`config.mk`:
```
export PLATFORM = sky130hd
export DESIGN_NAME = video_timing_gen
export DESIGN_NICKNAME = d
export VERILOG_FILES = /design/src/rtl/video_timing_gen.sv
export SDC_FILE = /design/constraint.sdc
export NUM_CORES = 1
export LEC_CHECK = 0
export BUFFER_PORTS_ARGS = -buffer_cell sky130_fd_sc_hd__buf_2
export CAP_MARGIN = 20
export CORE_ASPECT_RATIO = 1.25
export CORE_MARGIN = 5
export CORE_UTILIZATION = 55
export CTS_BUF_LIST = sky130_fd_sc_hd__clkbuf_4
export CTS_CLUSTER_DIAMETER = 80
export DETAILED_ROUTE_END_ITERATION = 6
export GPL_TIMING_DRIVEN = 0
export PLACE_DENSITY = 0.83
export SETUP_SLACK_MARGIN = 0.02
export SLEW_MARGIN = 20
export SYNTH_ARGS = -nofsm -noshare
export SYNTH_HDL_FRONTEND = slang
export SYNTH_SLANG_ARGS = --single-unit
```
`constraint.sdc`:
```
create_clock -name clk_sys -period 6 [get_ports clk_sys]
set_input_delay 0.6 -clock clk_sys [delete_from_list [all_inputs] [get_ports clk_sys]]
set_output_delay 0.6 -clock clk_sys [all_outputs]
set_load 0.01 [all_outputs]
```
`src/rtl/video_timing_gen.sv`:
```
// Raster timing generator: H/V counters, porch/sync geometry, pixel ce,
// per-frame H/V sync centering, sync polarity and blanked RGB output.
// Ports: clk_sys, reset_n (async, active low), ce_pix (pixel enable),
//   h_adj/v_adj (signed sync shift), rgb_in -> rgb_out (blanked),
//   hpos/vpos (live counters), hblank/vblank/de, hs/vs,
//   line_start/frame_start (one-ce pulses). Outputs lag hpos/vpos 1 ce.
module video_timing_gen #(
  parameter int H_ACTIVE = 288,
  parameter int H_FP     = 23,
  parameter int H_SYNC   = 31,
  parameter int H_BP     = 42,
  parameter int V_ACTIVE = 224,
  parameter int V_FP     = 3,
  parameter int V_SYNC   = 7,
  parameter int V_BP     = 29,
  parameter int HCW      = 9,
  parameter int VCW      = 9,
  parameter int RGBW     = 12,
  parameter bit HS_POL   = 1'b0,
  parameter bit VS_POL   = 1'b0,
  parameter bit V_ADJ_EN = 1'b0
) (
  input  logic            clk_sys,
  input  logic            reset_n,
  input  logic            ce_pix,
  input  logic [3:0]      h_adj,
  input  logic [3:0]      v_adj,
  input  logic [RGBW-1:0] rgb_in,
  output logic [HCW-1:0]  hpos,
  output logic [VCW-1:0]  vpos,
  output logic [RGBW-1:0] rgb_out,
  output logic            hblank,
  output logic            vblank,
  output logic            de,
  output logic            hs,
  output logic            vs,
  output logic            line_start,
  output logic            frame_start
);

  localparam int H_TOTAL = H_ACTIVE + H_FP + H_SYNC + H_BP;
  localparam int V_TOTAL = V_ACTIVE + V_FP + V_SYNC + V_BP;

  if (H_FP < 8 || H_BP < 8) begin : g_bad_hporch
    $error("video_timing_gen: H_FP and H_BP must be >= 8");
  end
  if (H_TOTAL > (1 << HCW)) begin : g_bad_hcw
    $error("video_timing_gen: HCW too small for H_TOTAL");
  end
  if (V_TOTAL > (1 << VCW)) begin : g_bad_vcw
    $error("video_timing_gen: VCW too small for V_TOTAL");
  end
  if (V_ADJ_EN && (V_FP < 8 || V_BP < 8)) begin : g_bad_vporch
    $error("video_timing_gen: V_FP and V_BP must be >= 8");
  end

  localparam logic [HCW-1:0] H_LAST = HCW'(H_TOTAL - 1);
  localparam logic [VCW-1:0] V_LAST = VCW'(V_TOTAL - 1);
  localparam logic [HCW-1:0] H_ACT  = HCW'(H_ACTIVE);
  localparam logic [VCW-1:0] V_ACT  = VCW'(V_ACTIVE);

  localparam logic signed [HCW:0] HS_BASE =
    (HCW+1)'(H_ACTIVE + H_FP);
  localparam logic signed [HCW:0] HS_LEN =
    (HCW+1)'(H_SYNC);
  localparam logic signed [VCW:0] VS_BASE =
    (VCW+1)'(V_ACTIVE + V_FP);
  localparam logic signed [VCW:0] VS_LEN =
    (VCW+1)'(V_SYNC);

  logic [HCW-1:0]    hcnt;
  logic [VCW-1:0]    vcnt;
  logic signed [HCW:0] ha;
  logic signed [VCW:0] va;

  logic h_last, v_last;
  logic hb_n, vb_n;
  logic hs_on, vs_on;
  logic signed [HCW:0] hs_lo, hs_hi, hc_s;
  logic signed [VCW:0] vs_lo, vs_hi, vc_s;
  logic signed [HCW:0] ha_new;
  logic signed [VCW:0] va_new;

  assign hpos = hcnt;
  assign vpos = vcnt;

  assign h_last = (hcnt == H_LAST);
  assign v_last = (vcnt == V_LAST);
  assign hb_n   = (hcnt >= H_ACT);
  assign vb_n   = (vcnt >= V_ACT);

  assign hc_s  = $signed({1'b0, hcnt});
  assign hs_lo = HS_BASE + ha;
  assign hs_hi = hs_lo + HS_LEN;
  assign hs_on = (hc_s >= hs_lo) && (hc_s < hs_hi);

  assign vc_s  = $signed({1'b0, vcnt});
  assign vs_lo = VS_BASE + va;
  assign vs_hi = vs_lo + VS_LEN;
  assign vs_on = (vc_s >= vs_lo) && (vc_s < vs_hi);

  assign ha_new = {{(HCW-3){h_adj[3]}}, h_adj};
  assign va_new = V_ADJ_EN ? {{(VCW-3){v_adj[3]}}, v_adj} : '0;

  always_ff @(posedge clk_sys or negedge reset_n) begin
    if (!reset_n) begin
      hcnt        <= '0;
      vcnt        <= '0;
      ha          <= '0;
      va          <= '0;
      hblank      <= 1'b1;
      vblank      <= 1'b1;
      de          <= 1'b0;
      hs          <= ~HS_POL;
      vs          <= ~VS_POL;
      rgb_out     <= '0;
      line_start  <= 1'b0;
      frame_start <= 1'b0;
    end else if (ce_pix) begin
      if (h_last) begin
        hcnt <= '0;
        vcnt <= v_last ? '0 : vcnt + 1'b1;
      end else begin
        hcnt <= hcnt + 1'b1;
      end
      // New centering applies from the first pixel of the next frame
      if (h_last && v_last) begin
        ha <= ha_new;
        va <= va_new;
      end
      hblank      <= hb_n;
      vblank      <= vb_n;
      de          <= ~(hb_n | vb_n);
      hs          <= hs_on ? HS_POL : ~HS_POL;
      vs          <= vs_on ? VS_POL : ~VS_POL;
      rgb_out     <= (hb_n | vb_n) ? '0 : rgb_in;
      line_start  <= (hcnt == '0);
      frame_start <= (hcnt == '0) && (vcnt == '0);
    end
  end

endmodule

```
## Word level (Yosys, flattened, before mapping)

Cells that the tools add are included.

- Register bits: 41
- Input bits: 23
- Output and inout bits: 37
- Word-level logic and storage cells: 38

- $add $sub $neg: 4
- $lt $le $gt $ge: 6
- Equal/unequal tests: 2
- Muxes and demuxes: 5
- Bitwise logic cells: 2
- Reductions and logical operators: 8

Operator list:

| cell | count |
|---|---|
| $add 9x1->9 const B | 2 |
| $eq 9x9->1 const B | 2 |
| $ge 9x8->1 const B | 2 |
| $logic_not 9->1 | 2 |
| $mux 9 | 2 |
| $mux 12 | 1 |
| $add 10x4->10 const A | 1 |
| $add 10x6->10 const B | 1 |
| $ge 10x10->1 | 1 |
| $lt 10x10->1 | 1 |
| $ge 9x9->1 const B | 1 |
| $lt 9x8->1 const B | 1 |
| $logic_and 1x1->1 | 4 |
| $reduce_and 2->1 | 2 |
| $mux 1 | 2 |
| $not 1->1 | 1 |
| $or 1x1->1 | 1 |

## Longest topological paths before layout

Gate-level depths: netlist of the first run.

- Word-level depth: 5
- Depth in mapped cells: 10
- Depth with buffers taken out: 10

## Least setup slack after synthesis of the first run

OpenSTA, ideal clock, no wires.

- Path kind: reg2reg
- From: register ha[0]
- To: register hs
- Library setup time: 0.091 ns
- Arrival: 2.007 ns
- Data required time: 5.909 ns
- Path slack: 3.903 ns
- Cell stages (with the launch flop): 11
- Buffers on the path: 0
- Clock period less this slack: 2.097 ns
- Cells stage by stage: dfrtp_1 inv_1 ha_1 xnor2_1 nand3_1 xor2_1 ha_1 o211ai_1 a21oi_1 nor3_1 o31ai_1

- Word-level cells in the longest chain between the ends: 5
- Elaborated cells on any way between the ends: 6
- Classes of those cells: add/sub: 2; order compare: 2; mux: 1; reduce/logical: 1

Ends and longest elaborated chain:

| element | RTL line | source |
|---|---|---|
| from (decl) | 73 | `logic signed [HCW:0] ha;` |
| from (signal assigned) | 128 | `ha <= ha_new;` |
| $add 10x4->10 (*) | 93 | `assign hs_lo = HS_BASE + ha;` |
| $add 10x6->10 | 94 | `assign hs_hi = hs_lo + HS_LEN;` |
| $lt 10x10->1 | 95 | `assign hs_on = (hc_s >= hs_lo) && (hc_s < hs_hi);` |
| $logic_and 1x1->1 (*) | 95 |  |
| $mux 1 (*) | 134 | `hs <= hs_on ? HS_POL : ~HS_POL;` |
| to (signal assigned) | 114 | `hs <= ~HS_POL;` |
| to (signal assigned) | 134 |  |
| to (decl) | 35 | `output logic hs,` |

Mark *: on every way between the ends. The rest lies on a longest branch, timed or not.
A chain may end at the register's enable or synchronous reset.

## Worst setup path after layout of the first run

Ends and elaborated chain as after synthesis.

==> results by group, run 1 <==
Critical path
  – Worst setup path startpoint: ha[0]
  – Reg2Reg Launch Point: ha[0]
  – Setup crit end kind: register
  – Reg2reg end: hs
  – Critical Path, Cell by Cell: inv_1, ha_1, xnor2_1, nand3_1, xor2_1, ha_1, o211ai_1, a21oi_1, nor3_1, o31ai_1
  – CP most frequent cell: ha_1
  – WP data required: approximately 6.3 ns
  – Crit-path leading delay family: adder cells
  – Max incr delay on CP: roughly 0.47 ns
  – CP Class: reg -> reg
  – Slowest-stage cell, CP: dfrtp_1
  – R2r setup slk: 3.67 ns
  – Critical path launch point type: register
  – Worst path bufs/invs: 1
  – R2R depth: 10
  – Worst endpoint data arrival time: 2.61 ns
  – CP max FO: 6

Clock network
  – Clk Latency, worst-skew pair: roughly 0.37 ns
  – CTS Sinks: between 40 and 50
  – Reg clk slew, reported paths: 0.11 ns
  – Root buffer cell: clkbuf_4
  – Post-cts resize count: 0
  – Setup bufs post-CTS: 0
  – CTS tree: built
  – Bufs on Longest Clock Path: 2
  – H-Tree Depth: 2
  – Cts bufs inserted: 5
  – Post-CTS Hold Fix Bufs: 0

Place
  – DP Cell Count: 317
  – Place WS: approximately 3.7 ns
  – DP Area: approximately 2600 um2
  – Dpl hpwl: ~3600 um
  – # port buffers: 54
  – Routability cong.: just under 0.9

Logic synthesis
  – Post-synthesis register bit count: between 40 and 50
  – Most used DFF post-synth: dfrtp_1
  – Synth warn: 0
  – Mapped cell area: 2260 um2
  – Synth Instances: 206
  – Synth area leaders: dfrtp_1 41%, ha_1 11%, dfstp_2 4.6%, a22o_1 4.6%, xnor2_1 3.9%
  – Cell taking the most area after synthesis: dfrtp_1
  – Post-synth ARST share: between 90% and 100%
  – Syn Area/Cell: 11.0 um2
  – Most numerous cell in the Yosys netlist: dfrtp_1
  – Seq/Total Area, Yosys: 45.6%
  – EDFF count, synth: 0
  – Count of cell types in the netlist: 53
  – Most instantiated cells after synthesis: 37 x dfrtp_1, 19 x ha_1, 12 x a22o_1, 11 x inv_1, 10 x xnor2_1
  – Yosys top cell area share: between 40% and 50%

Job
  – Max Cap Violations: 0

Floorplan
  – Die Ht: around 80 um
  – Die X: between 60 and 70 um
  – Core ar.: 4030 um2
  – # IOs: 60
  – Row count: 26
  – Initial core utilization: around 56%
  – Die Footprint: roughly 5500 um2

STA
  – Final Cycle Share: around two fifths
  – Unrepaired setup endpoints after global routing: false
  – Final TNS setup: 0 ns
  – Slew @ Worst Pin: 0.904 ns
  – Worst Setup Slack, final: 3.67 ns
  – Max Slew Vio Count: 0
  – Clock Skews: roughly 0.012 ns
  – Final setup violation count: 0
  – Fmax: between 0.4 and 0.5 GHz
  – Tmin final: ~2.3 ns
  – Final hold violations: 0
  – Relative slew slack: between 30% and 40%

Drt
  – Vias: 1789
  – Aggregate routed wire length: 4850 um
  – Total iterations of the first detailed-routing run: 4
  – DR vias/cell: 5.50
  – DR iter-0 viols: a little under 90
  – Drt wl/cell: 14.9 um
  – DRT antenna net count: 0
  – DRC Markers: 0

Global routing
  – First-pass GRT wire length: just over 8000 um
  – Total global-route track usage: 19.5%
  – Largest net degree at the start of global routing: 42
  – Remaining Overflow, GRT: 0
  – Initial antenna violation count: 0
  – Vias in the first global route: 1752

Layout
  – Layout cell share with drive strength beyond 1: 33.1%
  – ANT cells: 0
  – # fillers: between 300 and 400
  – Post-Layout Cell Count: ~330
  – Area grow syn2layout: 18.7%
  – Register area: just over 1000 um2
  – Layout Nets: just over 300
  – Area of the multi-input gates: around 1100 um2
  – Post-Layout Inst Area: between 2000 and 3000 um2

Power and ir drop
  – IR drop worst, VDD: 179 uV
  – Total power: ~900 uW
  – Leakage power: about 0.0014 uW
  – PwrDens: 337 nW/um2

Min path
  – Worst hold path class: in -> async

Run status
  – Status: completed
==> routing by layer <==
layer | track usage (%) | vias to the layer above | wire (um)
met5 | 0 | - | 0
met4 | 7.71 | 0 | 81
met3 | 3.15 | 8 | 223
met2 | 33.2 | 47 | 2460
met1 | 24.4 | 867 | 2090
li1 | - | 867 | -
==> where the power goes <==
| group | internal [uW] | switching (uW) |
|---|---|---|
| combinational | 138 | 174 |
| sequential | 341 | 72.8 |
| clock | 86.2 | 92.5 |
| total | 565 | 340 |
==> cells in the final DEF, fill, tap and decap left out, types with 5 or more instances in the layout <==
cell / Yosys / layout
nor2_1: 8 / 8
a22o_1: 12 / 12
buf_2: 2 / 56
xor2_1: 5 / 5
ha_1: 19 / 19
dfrtp_1: 37 / 37
o21ai_0: 9 / 9
nand2_1: 9 / 9
nand4_1: 7 / 7
nand3_1: 6 / 6
inv_1: 11 / 11
clkbuf_4: 0 / 5
xnor2_1: 10 / 10
==> worst max path at each step <==
stage | cells past startpoint | endpoint
6_report | 10 | hs
5_1_grt | 10 | hs
4_1_cts | 10 | hs
3_5_place_dp | 10 | hs
3_3_place_gp | 10 | hs
2_1_floorplan | 10 | hs
==> layout make-up <==
type                       count  area share [%]
buffer                         7            1.35
clock buffer                   5            1.40
clock inverter                 3            1.54
inverter                      13            1.82
multi-input combinational    146            42.8
sequential                    41            38.4
tap                           56            2.61
timing repair buffer          54            10.1
==> per-stage QoR <==
stage	utilization, %	hold WS, ns
final	66.6	0.352
after global routing	66.6	0.408
after CTS	66.6	0.369
after detailed placement	64.6	0.475
after global placement	64.6	0.464
after floorplan	-	0.304
==> sequential cells by signal, summed over array words and instances (netlist names) <==
signal       count
rgb_out         12
hpos             9
vpos             9
ha               4
de               1
frame_start      1
hblank           1
hs               1
line_start       1
vblank           1
vs               1
==> cell families (layout without fill, tap and decap cells) <==
logic type | Yosys count | count (layout) | share of synthesized area (%)
AOI/OAI and AO/OA | 41 | 41 | 12.9
xor gates and xnor gates | 15 | 15 | 5.81
adders and majority gates | 20 | 20 | 11.0
buffers and inverters | 20 | 82 | 3.76
DFF | 41 | 41 | 45.6
muxes | 5 | 5 | 3.15
other | 2 | 3 | 0.332
and+or+nand+nor | 62 | 62 | 17.5
Power figures use the tool's default switching activity.
==> run 2, diff against run 1 <==
--- a/config.mk
+++ b/config.mk
@@ -5,16 +5,17 @@
 export SDC_FILE = /design/constraint.sdc
 export NUM_CORES = 1
 export LEC_CHECK = 0
+export ABC_AREA = 1
 export BUFFER_PORTS_ARGS = -buffer_cell sky130_fd_sc_hd__buf_2
 export CAP_MARGIN = 20
 export CORE_ASPECT_RATIO = 1.25
 export CORE_MARGIN = 5
-export CORE_UTILIZATION = 55
+export CORE_UTILIZATION = 50
 export CTS_BUF_LIST = sky130_fd_sc_hd__clkbuf_4
 export CTS_CLUSTER_DIAMETER = 80
 export DETAILED_ROUTE_END_ITERATION = 6
 export GPL_TIMING_DRIVEN = 0
-export PLACE_DENSITY = 0.83
+export PLACE_DENSITY = 0.79
 export SETUP_SLACK_MARGIN = 0.02
 export SLEW_MARGIN = 20
 export SYNTH_ARGS = -nofsm -noshare
==> constraint.sdc (replaced) <==
create_clock -name clk_sys -period 1.95 [get_ports clk_sys]
set_input_delay 0.195 -clock clk_sys [delete_from_list [all_inputs] [get_ports clk_sys]]
set_output_delay 0.195 -clock clk_sys [all_outputs]
set_load 0.01 [all_outputs]
==> results by group, run 2 <==
Place
  – Dpl hpwl: about 4000 um
  – Routability cong.: 0.784
  – DP Area: 2770 um2
  – # port buffers: between 50 and 60
  – DP Cell Count: 409

Logic synthesis
  – Cell taking the most area after synthesis: dfrtp_1
  – Most used DFF post-synth: dfrtp_1
  – Most numerous cell in the Yosys netlist: nand2_1
  – Synth warn: 0
  – Synth Instances: slightly below 300
  – Largest family of logic cells by synthesized area: simple AND/OR/NAND/NOR gates
  – Post-synthesis compound-gate area fraction: roughly a tenth
  – EDFF count, synth: 0
  – Seq/Total Area, Yosys: ~43%
  – Post-synthesis register bit count: between 40 and 50
  – Post-synth ARST share: 100%
  – Count of cell types in the netlist: 34
  – Synth area leaders: dfrtp_1 39%, nand2_1 10%, ha_1 9.9%, inv_1 8.0%, o21ai_0 5.9%
  – Most instantiated cells after synthesis: 66 x nand2_1, 51 x inv_1, 37 x dfrtp_1, 28 x o21ai_0
  – Yosys top cell area share: between 30% and 40%
  – Simple-gate share of the synthesized area: 23.8%
  – Multiplexer area fraction after synthesis: 0%
  – Synthesized-area fraction occupied by xor and xnor cells: under 10%
  – Syn Area/Cell: 8.14 um2
  – Post-Synth Adder-Cell Area: approximately a tenth
  – Mapped cell area: between 2000 and 2500 um2

Clock network
  – Root buffer cell: clkbuf_4
  – CTS tree: built
  – Clk Latency, worst-skew pair: 0.36 ns
  – H-Tree Depth: 2
  – Bufs on Longest Clock Path: 2
  – Cts bufs inserted: 5
  – Reg clk slew, reported paths: roughly 0.12 ns
  – CTS Sinks: 41

Drt
  – Total iterations of the first detailed-routing run: 4
  – Drt wl/cell: roughly 13 um
  – Vias: 2107
  – DRT antenna net count: 0
  – DR iter-0 viols: 44
  – DRC Markers: 0
  – Aggregate routed wire length: ~5300 um
  – DR vias/cell: 4.98

Floorplan
  – Initial core utilization: slightly above 50%
  – # IOs: 60
  – Core ar.: between 4000 and 5000 um2
  – Die X: between 70 and 80 um
  – Die Footprint: between 6000 and 7000 um2
  – Die Ht: 87.4 um
  – Row count: 28

Global routing
  – Total global-route track usage: around 18%
  – First-pass GRT wire length: approximately 8900 um
  – Vias in the first global route: 2063
  – Largest net degree at the start of global routing: 42
  – Initial antenna violation count: 0
  – Remaining Overflow, GRT: 0

Layout
  – Layout cell share with drive strength beyond 1: about a quarter
  – Max reg flops: 12
  – Most flops, register: rgb_out
  – ANT cells: 0
  – Commonest non-fill, non-tap cell in the layout: nand2_1
  – Post-Layout Cell Count: ~420
  – Most frequent cells in the layout: 65 x nand2_1, 54 x buf_2, 48 x inv_1
  – Area grow syn2layout: 21.6%
  – Final Core Density: between 60 and 70%
  – Post-Layout Inst Area: around 2900 um2
  – Layout Nets: approximately 400

Critical path
  – R2R depth: 19
  – Worst endpoint data arrival time: approximately 2.4 ns
  – Worst setup endpoint: hs
  – CP max FO: 3
  – Reg2reg end: hs
  – Reg2Reg Launch Point: ha[1]
  – Critical path launch point type: register
  – R2r setup slk: -0.16 ns
  – CP Class: reg -> reg
  – Setup crit end kind: register
  – Worst setup path startpoint: ha[1]
  – WP data required: approximately 2.3 ns

Power and ir drop
  – IR drop worst, VDD: around 570 uV
  – Leakage power: 0.00161 uW
  – PwrDens: roughly 760 nW/um2

Min path
  – Worst hold path class: in -> reg

STA
  – Unrepaired setup endpoints after global routing: true
  – Worst Setup Slack, final: -0.156 ns
  – Max Slew Vio Count: 0
  – Clock Skews: around 0.0095 ns
  – Final hold violations: 0
  – Final Cycle Share: 108%
  – Relative slew slack: roughly 40%
  – Slew @ Worst Pin: 0.893 ns
  – Final setup violation count: 1
  – Tmin final: roughly 2.1 ns
  – Fmax: approximately 0.47 GHz

Run status
  – Status: complete, but fails checks
  – Failing checks: setup timing

Job
  – Max Cap Violations: 0
==> run 2: cell count changes after synthesis, moves of 6 or more <==
cell,before,now
a22o_1,12,0
nand2_1,9,66
nand3_1,6,18
o21ai_0,9,28
xnor2_1,10,4
inv_1,11,51
nor2_1,8,19
==> run 2: power breakdown <==
group          leakage (uW)  internal, uW  total (uW)  switching (uW)
clock network     0.0000433           281         560             279
logic               0.00107           242         568             326
registers          0.000490           936        1080             141
==> run 2: logic make-up (layout without fill, tap and decap cells) <==
logic type,count (synthesis),count (layout)
flip-flops,41,41
AND/OR/NAND/NOR,123,123
AO/OA/AOI/OAI,43,43
other,2,3
buffers and inverters,57,125
adder cells (fa/ha/maj),19,19
XOR/XNOR,9,9
==> run 2: worst min path at each step <==
| stage | startpoint | endpoint | slack [ns] | cells after the start |
|---|---|---|---|---|
| after floorplan | reset_n | de | -0.10 | 0 |
| after global placement | reset_n | rgb_out[8] | 0.37 | 1 |
| after detailed placement | reset_n | de | 0.38 | 1 |
| after CTS | h_adj[2] | ha[2] | 0.02 | 3 |
| after global routing | h_adj[2] | ha[2] | 0.02 | 3 |
| final | h_adj[2] | ha[2] | 0.02 | 3 |
==> run 2: final cells by class <==
| class | count | area (um2) |
|---|---|---|
| Buffer | 4 | 26.3 |
| Tap cell | 60 | 75.1 |
| Sequential cell | 41 | 1030 |
| Inverter | 53 | 204 |
| Multi-Input combinational cell | 197 | 1180 |
| Clock inverter | 2 | 33.8 |
| Fill cell | 444 | 1780 |
| Timing Repair Buffer | 60 | 318 |
| Clock buffer | 6 | 45.0 |
==> run 2: metrics by stage <==
stage               total power (uW)  setup TNS (ns)  setup WS [ns]  hold slack (ns)
floorplan                       1450         -0.0607        -0.0607           -0.101
global placement                1640          -0.232         -0.232            0.371
detailed placement              1670          -0.269         -0.269            0.379
CTS                             2220          -0.150         -0.150           0.0219
global route                    2380          -0.383         -0.383           0.0193
finish                          2200          -0.156         -0.156           0.0200
==> run 2: repair_timing <==
action | in CTS | in global routing
gates resized for setup | 2 | 3
hold endpoints to repair | 37 | 0
pin swaps | 4 | 0
setup endpoints to repair | 1 | 4
setup buffers | 5 | 0
hold buffers | 1 | 0
==> run 2: critical path, stage by stage, from the launching register on <==
cell and delay, ns:
dfrtp_1 0.41, inv_2 0.09, ha_4 0.12, inv_1 0.04, or2_4 0.24, nand2_4 0.06
inv_2 0.05, nand3_2 0.06, xnor2_1 0.07, ha_1 0.29, nand2_1 0.05, inv_1 0.05
nand2_1 0.04, nand2_1 0.06, nand2_1 0.05, nand2_1 0.06, nand2_1 0.06, a21oi_2 0.12
nor2_1 0.05, nor2_1 0.09
==> run 2: layer usage <==
layer  wire [um]  track usage [%]  vias to the layer above
met5           0                0                        -
met4          61             5.13                        0
met3         287             4.62                        7
met2        2800             32.9                       56
met1        2160             20.4                      977
li1            -                -                     1067
==> run 3, diff against run 2 <==
--- a/config.mk
+++ b/config.mk
@@ -5,17 +5,16 @@
 export SDC_FILE = /design/constraint.sdc
 export NUM_CORES = 1
 export LEC_CHECK = 0
-export ABC_AREA = 1
 export BUFFER_PORTS_ARGS = -buffer_cell sky130_fd_sc_hd__buf_2
 export CAP_MARGIN = 20
 export CORE_ASPECT_RATIO = 1.25
 export CORE_MARGIN = 5
-export CORE_UTILIZATION = 50
+export CORE_UTILIZATION = 49
 export CTS_BUF_LIST = sky130_fd_sc_hd__clkbuf_4
 export CTS_CLUSTER_DIAMETER = 80
 export DETAILED_ROUTE_END_ITERATION = 6
 export GPL_TIMING_DRIVEN = 0
-export PLACE_DENSITY = 0.79
+export PLACE_DENSITY = 0.78
 export SETUP_SLACK_MARGIN = 0.02
 export SLEW_MARGIN = 20
 export SYNTH_ARGS = -nofsm -noshare
==> results by group, run 3 (same netlist as run 1, synthesis figures left out) <==
Layout
  – Final Core Density: 65.0%
  – ANT cells: 0
  – Most flops, register: rgb_out
  – Area grow syn2layout: 27.2%
  – Layout cell share with drive strength beyond 1: between 30% and 40%
  – Max reg flops: 12
  – Most frequent cells in the layout: 56 x buf_2, 34 x dfrtp_1, 16 x ha_1
  – Commonest non-fill, non-tap cell in the layout: buf_2
  – Layout Nets: 319
  – Post-Layout Inst Area: between 2000 and 3000 um2

Critical path
  – Critical path launch point type: register
  – Setup crit end kind: register
  – Worst endpoint data arrival time: around 2.3 ns
  – Max incr delay on CP: 0.41 ns
  – CP max FO: 3
  – CP Class: reg -> reg
  – WP data required: about 2.3 ns
  – R2r setup slk: -0.05 ns
  – CP most frequent cell: ha_4
  – Critical Path, Cell by Cell: inv_2, ha_4, xnor2_4, buf_4, ha_4, a21o_1, a31oi_1, maj3_1, o21ai_1, o31ai_1
  – Slowest-stage cell, CP: dfrtp_2

Job
  – Max Cap Violations: 0

Power and ir drop
  – IR drop worst, VDD: about 690 uV
  – PwrDens: roughly 1000 nW/um2
  – Leakage power: 0.00145 uW

Clock network
  – CTS tree: built
  – CTS Sinks: a little over 40
  – Clk Latency, worst-skew pair: 0.36 ns
  – Reg clk slew, reported paths: about 0.14 ns
  – Bufs on Longest Clock Path: 2
  – Root buffer cell: clkbuf_4
  – H-Tree Depth: 2
  – Cts bufs inserted: 5

Drt
  – Total iterations of the first detailed-routing run: 4
  – Vias: between 1500 and 2000
  – DRC Markers: 0
  – DR vias/cell: ~5.5
  – Aggregate routed wire length: around 5300 um
  – DRT antenna net count: 0
  – Drt wl/cell: 15.9 um
  – DR iter-0 viols: between 70 and 80

STA
  – Worst Setup Slack, final: -0.0488 ns
  – Tmin final: 2.00 ns
  – Final setup violation count: 1
  – Final hold violations: 0
  – Relative slew slack: ~40%
  – Fmax: roughly 0.5 GHz
  – Final Cycle Share: 103%
  – Slew @ Worst Pin: 0.901 ns
  – Max Slew Vio Count: 0
  – Unrepaired setup endpoints after global routing: true
  – Clock Skews: roughly 0.017 ns

Place
  – DP Area: ~2600 um2
  – Place WS: -0.303 ns
  – Routability cong.: ~0.84
  – # port buffers: between 50 and 60
  – Dpl hpwl: roughly 3800 um

Floorplan
  – # IOs: 60
  – Die Ht: about 86 um
  – Initial core utilization: 51.1%
  – Row count: 27
  – Die X: slightly above 70 um
  – Die Footprint: 6080 um2
  – Core ar.: 4430 um2

Global routing
  – Largest net degree at the start of global routing: 42
  – Vias in the first global route: between 1500 and 2000
  – Total global-route track usage: between 10% and 20%
  – First-pass GRT wire length: roughly 8900 um
  – Initial antenna violation count: 0
  – Remaining Overflow, GRT: 0

Run status
  – Failing checks: setup timing
  – Status: complete, but fails checks

Min path
  – Worst hold path class: in -> reg
-- run 3: changes by cell type in the layout (fill, tap and decap cells not counted), moves of 4 or more --
cell,delta
buf_4,+4
xnor2_1,+4
nand4_1,+4
nor2_1,-10
nand2_1,-56
a22o_1,+12
nor3_1,-4
mux2_4,+4
inv_1,-39
o21ai_0,-19
nand3_1,-12
-- run 3: worst paths after layout --
kind	startpoint	end	depth (start not counted)
worst min register to register	de	de	1
worst min-delay path	rgb_in[11]	rgb_out[11]	2
worst max-delay path	ha[0]	hs	10
max in group asynchronous	reset_n	hpos[1]	2
min in group asynchronous	reset_n	hpos[0]	2
worst max register to register	ha[0]	hs	10
-- run 3: worst max-delay path: cells and delay by family (launching register included) --
| kind | cells | cell delay, ns |
|---|---|---|
| flops | 1 | 0.41 |
| buf+inv | 2 | 0.22 |
| fa+ha+maj | 3 | 0.80 |
| compound gates | 4 | 0.40 |
| xor+xnor | 1 | 0.13 |
-- run 3: layout make-up --
type	count	area [um2]
inverters	13	48.8
plain buffers	7	36.3
repair buffers	63	344
fillers	354	1550
well taps	58	72.6
flip-flops and latches	41	1030
multi-input cells	146	1230
clock buffers	5	37.5
clock inverters	3	68.8
-- run 3: report_power, final --
part | leakage [uW] | switching [uW] | internal [uW]
sequential | 0.000521 | 230 | 1050
clock | 0.0000558 | 310 | 404
combinational | 0.000868 | 560 | 436
total | 0.00145 | 1100 | 1890
-- run 3: metal layers --
layer | vias up | global-route usage, % | share of wire, %
li1 | 878 | - | -
met1 | 903 | 22.2 | 41
met2 | 57 | 31.1 | 52
met3 | 16 | 3.75 | 4.8
met4 | 0 | 7.52 | 3.1
met5 | - | 0 | 0
-- run 3: per-stage QoR --
stage | cells | TNS [ns] | total power [uW] | hold WS (ns)
4_1_cts | 335 | -0.0743 | 2980 | 0.0147
3_3_place_gp | 319 | -0.213 | 2220 | 0.372
5_1_grt | 336 | -0.111 | 3200 | 0.0236
6_report | 336 | -0.0488 | 2990 | 0.0331
2_1_floorplan | 207 | 0 | 1870 | -0.101
3_5_place_dp | 319 | -0.303 | 2260 | 0.380
-- run 3: timing repair --
action	in CTS	in global routing
hold buffers	1	0
endpoints found under the hold margin	37	0
pin swaps	8	5
endpoints found under the setup margin	1	8
resized for setup	11	5
gates cloned	0	0
buffers inserted	7	1
